## config.mk

```make
export PLATFORM = sky130hd
export DESIGN_NAME = cdb_arbiter
export DESIGN_NICKNAME = d
export VERILOG_FILES = /design/src/rtl/cdb_arbiter_pkg.sv /design/src/rtl/cdb_arbiter_rr_pick2.sv /design/src/rtl/cdb_arbiter.sv
export SDC_FILE = /design/constraint.sdc
export NUM_CORES = 1
export LEC_CHECK = 0
export CAP_MARGIN = 20
export CORE_AREA = 2 2 169 171
export CTS_CLUSTER_DIAMETER = 80
export DETAILED_ROUTE_END_ITERATION = 7
export DIE_AREA = 0 0 171 173
export GPL_TIMING_DRIVEN = 0
export MAX_ROUTING_LAYER = met4
export PLACE_DENSITY = 0.68
export REMOVE_ABC_BUFFERS = 1
export SYNTH_ARGS = -nofsm -noshare
export SYNTH_HDL_FRONTEND = slang
export SYNTH_HIERARCHICAL = 1
export SYNTH_SLANG_ARGS = --single-unit
```

## constraint.sdc

```tcl
create_clock -name clock -period 7.04 [get_ports clock]
set_input_delay 1.76 -clock clock [delete_from_list [all_inputs] [get_ports clock]]
set_output_delay 1.76 -clock clock [all_outputs]
set_load 0.03 [all_outputs]
```

## src/rtl/cdb_arbiter_pkg.sv

```systemverilog
// cdb_arbiter_pkg: PRF sizing, CDB packet type and the shared `SD delay macro
`ifndef SD
`define SD
`endif

package cdb_arbiter_pkg;
    localparam int PRF_SIZE   = 64;
    localparam int PRF_IDX    = $clog2(PRF_SIZE);
    localparam int CDB_DATA_W = 64;

    typedef struct packed {
        logic [CDB_DATA_W-1:0] value;
        logic [PRF_IDX-1:0]    tag;
        logic                  en;
    } cdb_packet_t;
endpackage

```

## src/rtl/cdb_arbiter_rr_pick2.sv

```systemverilog
// cdb_arbiter_rr_pick2: rr_pick2 picker, first two requesters at or after ptr_i in round-robin order
module cdb_arbiter_rr_pick2 #(
    parameter int N  = 4,
    parameter int PW = $clog2(N)
) (
    input  logic [N-1:0]  req_i,
    input  logic [PW-1:0] ptr_i,
    output logic [PW-1:0] g1_o,
    output logic [PW-1:0] g2_o,
    output logic          g1_v_o,
    output logic          g2_v_o
);
    logic [N-1:0]  rot;
    logic [PW-1:0] idx;

    // rotate the request vector so that ptr_i lands on bit 0
    always_comb begin
        rot = '0;
        idx = '0;
        for (int k = 0; k < N; k++) begin
            idx    = PW'((int'(ptr_i) + k) % N);
            rot[k] = req_i[idx];
        end
    end

    // double priority-encode the rotated vector and un-rotate the winners
    always_comb begin
        g1_o   = '0;
        g2_o   = '0;
        g1_v_o = 1'b0;
        g2_v_o = 1'b0;
        for (int k = 0; k < N; k++) begin
            if (rot[k] && !g1_v_o) begin
                g1_v_o = 1'b1;
                g1_o   = PW'((int'(ptr_i) + k) % N);
            end else if (rot[k] && !g2_v_o) begin
                g2_v_o = 1'b1;
                g2_o   = PW'((int'(ptr_i) + k) % N);
            end
        end
    end
endmodule

```

## src/rtl/cdb_arbiter.sv

```systemverilog
// cdb_arbiter: dual-slot round-robin CDB arbiter driving registered broadcasts to PRF/RS/ROB
module cdb_arbiter
    import cdb_arbiter_pkg::*;
#(
    parameter int NUM_FU = 4,
    parameter int DATA_W = CDB_DATA_W,
    parameter int TAG_W  = PRF_IDX
) (
    input  logic                          clock,
    input  logic                          reset,
    input  logic [NUM_FU-1:0]             fu_valid,
    input  logic [NUM_FU-1:0][TAG_W-1:0]  fu_tag,
    input  logic [NUM_FU-1:0][DATA_W-1:0] fu_value,
    output logic [NUM_FU-1:0]             fu_ready,
    input  logic                          flush,
    output logic [DATA_W-1:0]             CDB_value_1,
    output logic [TAG_W-1:0]              CDB_tag_1,
    output logic                          CDB_en_1,
    output logic [DATA_W-1:0]             CDB_value_2,
    output logic [TAG_W-1:0]              CDB_tag_2,
    output logic                          CDB_en_2
);
    localparam int PW = $clog2(NUM_FU);

    cdb_packet_t   s1_q, s1_d, s2_q, s2_d;
    logic [PW-1:0] rr_q, rr_d, g1, g2, last;
    logic          g1_v, g2_v;

    cdb_arbiter_rr_pick2 #(.N(NUM_FU)) u_pick (
        .req_i  (fu_valid),
        .ptr_i  (rr_q),
        .g1_o   (g1),
        .g2_o   (g2),
        .g1_v_o (g1_v),
        .g2_v_o (g2_v)
    );

    // grant the two picked FUs unless flushing or held in reset
    always_comb begin
        fu_ready = '0;
        if (!reset && !flush) begin
            if (g1_v) fu_ready[g1] = 1'b1;
            if (g2_v) fu_ready[g2] = 1'b1;
        end
    end

    // next broadcast slots and pointer; slot 2 keeps its payload when only one FU wins
    always_comb begin
        s1_d    = s1_q;
        s2_d    = s2_q;
        s1_d.en = 1'b0;
        s2_d.en = 1'b0;
        rr_d    = rr_q;
        last    = g2_v ? g2 : g1;
        if (flush) begin
            rr_d = '0;
        end else if (g1_v) begin
            s1_d = '{value: fu_value[g1], tag: fu_tag[g1], en: 1'b1};
            if (g2_v) s2_d = '{value: fu_value[g2], tag: fu_tag[g2], en: 1'b1};
            rr_d = (int'(last) == NUM_FU - 1) ? '0 : last + 1'b1;
        end
    end

    // registered CDB slots and round-robin pointer
    always_ff @(posedge clock or posedge reset) begin
        if (reset) begin
            s1_q <= '0;
            s2_q <= '0;
            rr_q <= '0;
        end else begin
            s1_q <= `SD s1_d;
            s2_q <= `SD s2_d;
            rr_q <= `SD rr_d;
        end
    end

    assign CDB_value_1 = s1_q.value;
    assign CDB_tag_1   = s1_q.tag;
    assign CDB_en_1    = s1_q.en;
    assign CDB_value_2 = s2_q.value;
    assign CDB_tag_2   = s2_q.tag;
    assign CDB_en_2    = s2_q.en;
endmodule

```

==> results of run 1 <==
logic make-up (layout without fill, tap and decap cells):
group | after synthesis | count (layout) | share of synthesized area, %
buffers and inverters | 91 | 489 | 6.06
AO/OA/AOI/OAI | 163 | 164 | 20.4
flip-flops | 144 | 144 | 36.6
AND/OR/NAND/NOR | 180 | 180 | 7.98
XOR/XNOR | 2 | 2 | 0.178
multiplexers | 282 | 282 | 28.7
other | 0 | 2 | 0
registers in the layout (all words and copies together) (netlist names):
name / count
CDB_en_1: 1
rr_q: 2
CDB_tag_2: 6
CDB_value_1: 64
CDB_value_2: 64
CDB_tag_1: 6
CDB_en_2: 1
worst min-delay path: cells and delay by family, from the launching register on:
kind,cells,cell delay (ps)
AOI/OAI and AO/OA,1,50
and+or+nand+nor,1,60
DFF,1,340
timing repair:
action / 4_1_cts / 5_1_grt
setup buffers: 0 / 1
endpoints found under the hold margin: 0 / 0
endpoints found under the setup margin: 0 / 1
final cells by class:
class                   instances  area (um2)  share of cell area [%]
diodes                          2        5.00                  0.0331
clock buffers                  20         457                    3.02
clock inverters                12         123                   0.810
inverters                       5        33.8                   0.223
multi-input cells             628        5670                    37.5
flip-flops and latches        144        3600                    23.8
well taps                     378         473                    3.12
repair buffers                452        4770                    31.5
Yosys cell counts:
master / instances
a21oi_1: 7
xnor2_1: 2
nand3_4: 1
o221ai_2: 100
nand2b_1: 2
buf_4: 16
buf_2: 35
o21a_1: 1
buf_6: 18
nor2_1: 12
dfrtp_1: 144
clkbuf_4: 2
a31oi_1: 1
a22o_2: 1
o211a_1: 1
or3_1: 1
nand3b_4: 1
nand2_1: 143
a21o_1: 1
nand2b_2: 1
inv_1: 4
o221a_2: 1
nor3b_1: 3
nand3b_1: 5
nor2b_4: 1
nand2_4: 1
nand3_1: 2
clkbuf_1: 15
a211oi_1: 3
or4b_1: 1
nor3_1: 4
o211ai_1: 1
o221ai_1: 40
nor2b_1: 2
mux2i_1: 282
inv_8: 1
o32a_2: 1
o21ai_0: 4
a211o_1: 1
worst paths after layout:
path,depth (start not counted),slack [ps],end
min in group asynchronous,2,1910,CDB_value_2[40]
hold reg to reg,2,490,CDB_value_2[56]
setup / recovery,9,350,fu_ready[1]
hold / removal,2,490,CDB_value_2[56]
setup reg to reg,8,4180,CDB_value_2[28]
max in group asynchronous,3,4340,CDB_value_2[26]
layer usage:
layer  up-vias  share of wire, %  GRT usage [%]
met5         -                 0              -
met4         0               3.4           9.43
met3        63               7.1           6.57
met2       321                49           40.2
met1      4357                41           28.9
li1       4093                 -              -
stage by stage:
| step | setup TNS [ps] | std cells |
|---|---|---|
| final | 0 | 1641 |
| after global routing | 0 | 1641 |
| after CTS | 0 | 1637 |
| after detailed placement | 0 | 1605 |
| after global placement | -890170 | 1586 |
| after floorplan | -345330 | 776 |
power breakdown:
part / leakage [nW] / internal, mW / switching [mW] / total [mW]
Clock: 0.275 / 0.514 / 0.408 / 0.922
Combinational: 4.06 / 1.16 / 1.43 / 2.59
Sequential: 1.78 / 1.09 / 0.164 / 1.26
Total: 6.11 / 2.76 / 2.00 / 4.77
==> results.tsv, run 1 <==
stage	metric	value	unit
yosys	Syn. warnings	6	
critical_path	worst-path fanout max	35	
critical_path	critical path's top delay family	buffers and inverters	
clock_network	Skew-Pair Late Insertion Delay	420	ps
power	Worst VDD drop	0.000166	V
timing	Max-Slew Margin vs Limit	45.1	%
die	Die Wd	171	um
critical_path	Slowest Stage Delay on Critical Path	720	ps
clock_network	# resized after CTS	0	
die	DIE AREA	0.0296	mm2
die	starting density of the core	35.6	%
clock_network	hold_buf cts	0	
flow_run	Maximum Capacitance Violations	0	
detailed_routing	DR WL/cell	22.0	um
critical_path	critical path class	in2out	
critical_path	Crit path arrival time	4930	ps
final_layout	Fill cells	2490	
final_layout	Nets	1535	
global_routing	first-pass GRT wire length	54700	um
yosys	post-synth top area cell	dfrtp_1	
final_layout	post-route cell area	0.0151	mm2
detailed_routing	DRT antenna net count	0	
placement	I/O Buffers	432	
min_path	min-delay worst type	reg2reg	
die	Core Box Area	0.0276	mm2
power	Lkg Pwr	6.11	nW
detailed_routing	Pre-antenna DRT Iters	4	
critical_path	crit start category	input port	
yosys	#FFs+latches synth	144	
yosys	synthesized cell area	0.00983	mm2
yosys	sequential share of the synthesized area	36.6	%
detailed_routing	overall routed net length	36200	um
global_routing	initial antenna violation count	2	
critical_path	CP startpoint	fu_valid[2]	
timing	post-route minimum period	6690	ps
timing	actual slew at the worst max-slew pin	824	ps
yosys	Synth top area share	36.6	%
final_layout	Area growth syn-to-layout	54.0	%
detailed_routing	vias	8834	
global_routing	Remaining Overflow, GRT	0	
clock_network	H-tree Lvls	4	
die	chip height	173	um
yosys	Post-Synthesis Cells	862	
min_path	Hold Crit Start	CDB_value_2[56]	
global_routing	largest net degree at the start of global routing	76	
final_layout	most frequent cells in the layout	clkdlybuf4s50_1, mux2i_1, dfrtp_1, nand2_1, o221ai_2	
timing	fmax	0.149	GHz
detailed_routing	DRC violations left	0	
detailed_routing	DR iter-0 viols	403	
critical_path	Worst setup EP type	output port	
timing	period utilization	95.1	%
timing	worst setup margin	348	ps
critical_path	cell repeated most along the worst path	clkdlybuf4s50_1	
clock_network	CTS Buffer Depth	2	
yosys	synth top area cells	dfrtp_1, mux2i_1, o221ai_2, nand2_1, o221ai_1	
yosys	Syn Area/Cell	11.4	um2
die	io pins	433	
placement	RePlAce Congestion	0.799	
timing	Final Hold Fails	0	
timing	clock skew	15.7	ps
critical_path	Max stage delay cell, worst path	clkdlybuf4s50_1	
placement	Place WS	241	ps
critical_path	WP data required	5280	ps
timing	final setup vio count	0	
power	Power Density	315	mW/mm2
outcome	outcome	completed	
yosys	post-synth cell types	39	
final_layout	most common cell after layout, fill and taps aside	clkdlybuf4s50_1	
critical_path	buffer and inverter count on the worst path	3	
clock_network	CTS root buffer	clkbuf_16	
placement	DP Wirelength	25300	um
final_layout	share of layout cells above drive strength 1	13.0	%
die	FP Rows	61	
critical_path	crit-path cells	clkdlybuf4s50_1 -> nor2b_1 -> or3_1 -> a31oi_1 -> a22o_4 -> buf_16 -> nand3b_1 -> a211oi_1 -> clkdlybuf4s50_1	
final_layout	final core occ	54.8	%
clock_network	CTS tree	yes	
clock_network	total CTS buffers	17	
power	Total Power	4.77	mW
detailed_routing	drt via density	5.38	
placement	Placed Area	0.0145	mm2
global_routing	vias in the first global route	9375	
timing	Slew Viols, Final	0	
global_routing	GR Util All Layers	24.7	%
clock_network	CTS sink count	144	
critical_path	Worst R2R Start	rr_q[0]	
timing	hold_ws	487	ps
clock_network	Clock transition at path regs	60	ps
timing	RSZ-0062 raised after global routing	false	
Note: power is estimated with default switching activity, not from simulation.
==> run 2: changes to the inputs <==
--- a/config.mk
+++ b/config.mk
@@ -6,13 +6,13 @@
 export NUM_CORES = 1
 export LEC_CHECK = 0
 export CAP_MARGIN = 20
-export CORE_AREA = 2 2 169 171
+export CORE_MARGIN = 10
+export CORE_UTILIZATION = 43
 export CTS_CLUSTER_DIAMETER = 80
 export DETAILED_ROUTE_END_ITERATION = 7
-export DIE_AREA = 0 0 171 173
 export GPL_TIMING_DRIVEN = 0
 export MAX_ROUTING_LAYER = met4
-export PLACE_DENSITY = 0.68
+export PLACE_DENSITY = 0.8
 export REMOVE_ABC_BUFFERS = 1
 export SYNTH_ARGS = -nofsm -noshare
 export SYNTH_HDL_FRONTEND = slang
==> results.tsv, run 2 (same netlist as run 1, synthesis figures left out) <==
stage	metric	value	unit
outcome	outcome	completed	
global_routing	GR Util All Layers	26.8	%
critical_path	Crit path arrival time	5090	ps
timing	actual slew at the worst max-slew pin	896	ps
power	Power Density	319	mW/mm2
placement	Placed Area	0.0144	mm2
timing	Max-Slew Margin vs Limit	40.1	%
detailed_routing	DR WL/cell	25.5	um
power	switching share of power	42.6	%
clock_network	H-tree Lvls	4	
clock_network	CTS tree	yes	
global_routing	largest net degree at the start of global routing	80	
timing	final setup vio count	0	
detailed_routing	met1 WL	15600	um
critical_path	cell repeated most along the worst path	clkdlybuf4s50_1	
min_path	Hold Crit Start	CDB_value_1[55]	
detailed_routing	drt via density	5.80	
placement	RePlAce Congestion	0.879	
clock_network	CTS root buffer	clkbuf_16	
clock_network	Clock transition at path regs	60	ps
critical_path	R2R depth	7	
flow_run	Maximum Capacitance Violations	0	
detailed_routing	DRT antenna net count	0	
detailed_routing	Pre-antenna DRT Iters	7	
timing	Slew Viols, Final	0	
critical_path	buffer and inverter count on the worst path	2	
min_path	Hold Path Sink	CDB_value_1[55]	
min_path	Worst Hold Depth	2	
min_path	min-delay worst type	reg2reg	
timing	clock skew	23.4	ps
critical_path	crit start category	input port	
power	Comb pwr share	54.6	%
timing	post-route minimum period	6850	ps
timing	RSZ-0062 raised after global routing	false	
die	Core Box Area	0.0226	mm2
die	Die Wd	171	um
clock_network	Skew-Pair Late Insertion Delay	430	ps
timing	period utilization	97.3	%
clock_network	CTS sink count	144	
detailed_routing	overall routed net length	39600	um
critical_path	flop2flop setup slack	4080	ps
detailed_routing	Top Layer Used	met4	
detailed_routing	met3 WL	3110	um
global_routing	Remaining Overflow, GRT	0	
die	io pins	433	
critical_path	Slowest Stage Delay on Critical Path	750	ps
power	Lkg Pwr	6.08	nW
critical_path	critical path class	in2out	
detailed_routing	vias	8984	
final_layout	most common cell after layout, fill and taps aside	clkdlybuf4s50_1	
final_layout	most frequent cells in the layout	clkdlybuf4s50_1, mux2i_1, dfrtp_1, nand2_1, o221ai_2	
critical_path	critical path's top delay family	buffers and inverters	
power	part of the power in registers	26.4	%
placement	Post-Place Cells	1511	
power	Worst VDD drop	0.000187	V
global_routing	vias in the first global route	9442	
power	Internal	2.74	mW
die	FP Rows	55	
die	starting density of the core	43.6	%
critical_path	WP data required	5280	ps
clock_network	hold_buf cts	0	
timing	Final Hold Fails	0	
timing	Sum Neg Setup Slack	0	ps
die	chip height	171	um
clock_network	# resized after CTS	0	
final_layout	Area growth syn-to-layout	52.1	%
die	DIE AREA	0.0293	mm2
power	Clock power frac	19.0	%
placement	DP Wirelength	29100	um
clock_network	CTS Buffer Depth	2	
detailed_routing	DRC violations left	0	
timing	fmax	0.146	GHz
final_layout	Non-Filler Instances	1550	
clock_network	total CTS buffers	17	
power	Sw Pwr	2.03	mW
critical_path	worst-path fanout max	44	
global_routing	initial antenna violation count	6	
critical_path	Max stage delay cell, worst path	clkdlybuf4s50_1	
placement	I/O Buffers	432	
detailed_routing	DR iter-0 viols	658	
critical_path	R2R Path End	CDB_value_2[38]	
final_layout	post-route cell area	0.0150	mm2
final_layout	Nets	1532	
critical_path	Worst setup EP type	output port	
critical_path	crit-path cells	clkdlybuf4s50_1 -> nor2b_1 -> or3_1 -> a31oi_1 -> a22o_4 -> nand3_1 -> a211oi_1 -> clkdlybuf4s50_1	
global_routing	first-pass GRT wire length	58500	um
final_layout	share of layout cells above drive strength 1	12.9	%
clock_network	buffers inserted by post-CTS timing repair	0	
critical_path	Worst R2R Start	rr_q[0]	
detailed_routing	met2 wire length	19600	um
## run 2: worst max path at each step
stage | start | to | slack (ps) | cells after the start
2_1_floorplan | fu_valid[0] | fu_ready[3] | -6460 | 6
3_3_place_gp | fu_valid[1] | fu_ready[3] | -10440 | 8
3_5_place_dp | fu_valid[2] | fu_ready[3] | 200 | 8
4_1_cts | fu_valid[0] | fu_ready[3] | 190 | 8
5_1_grt | fu_valid[2] | fu_ready[3] | 20 | 8
6_report | fu_valid[2] | fu_ready[3] | 190 | 8
## run 2: cell type report
class	instances	area [um2]
Clock buffer	18	439
Multi-Input combinational cell	627	5660
Antenna cell	7	17.5
Inverter	5	31.3
Timing Repair Buffer	450	4720
Sequential cell	144	3600
Tap cell	285	357
Fill cell	1756	7610
Clock inverter	14	130
## run 2: through the flow
stage	setup WS, ps	hold WS, ps	power, mW	utilization, %
after floorplan	-6460	645	2.93	-
after global placement	-10440	466	4.05	61.8
after detailed placement	203	469	3.88	63.7
after CTS	185	488	4.80	66.2
after global routing	15.9	500	4.99	66.3
final	190	488	4.77	66.3
## run 2: power by group through the flow
stage | sequential (mW) | clock [mW] | combinational, mW
6_report | 1.26 | 0.907 | 2.60
5_1_grt | 1.30 | 0.953 | 2.74
2_1_floorplan | 1.78 | 0 | 1.15
4_1_cts | 1.26 | 0.919 | 2.62
3_3_place_gp | 1.26 | 0 | 2.79
3_5_place_dp | 1.26 | 0 | 2.61
## run 2: per-layer routing
metal,track usage [%],up-vias
met1,31.2,4481
met2,43.0,350
li1,-,4099
met4,9.79,0
met3,8.02,54
met5,-,-
## run 2: worst reg2reg max path, stage by stage (launching register included)
cell and delay, ps:
dfrtp_1 540, nor2b_1 120, or3_1 330, a31oi_1 220, a22o_4 710, buf_16 380, mux2i_1 400, o221ai_2 120
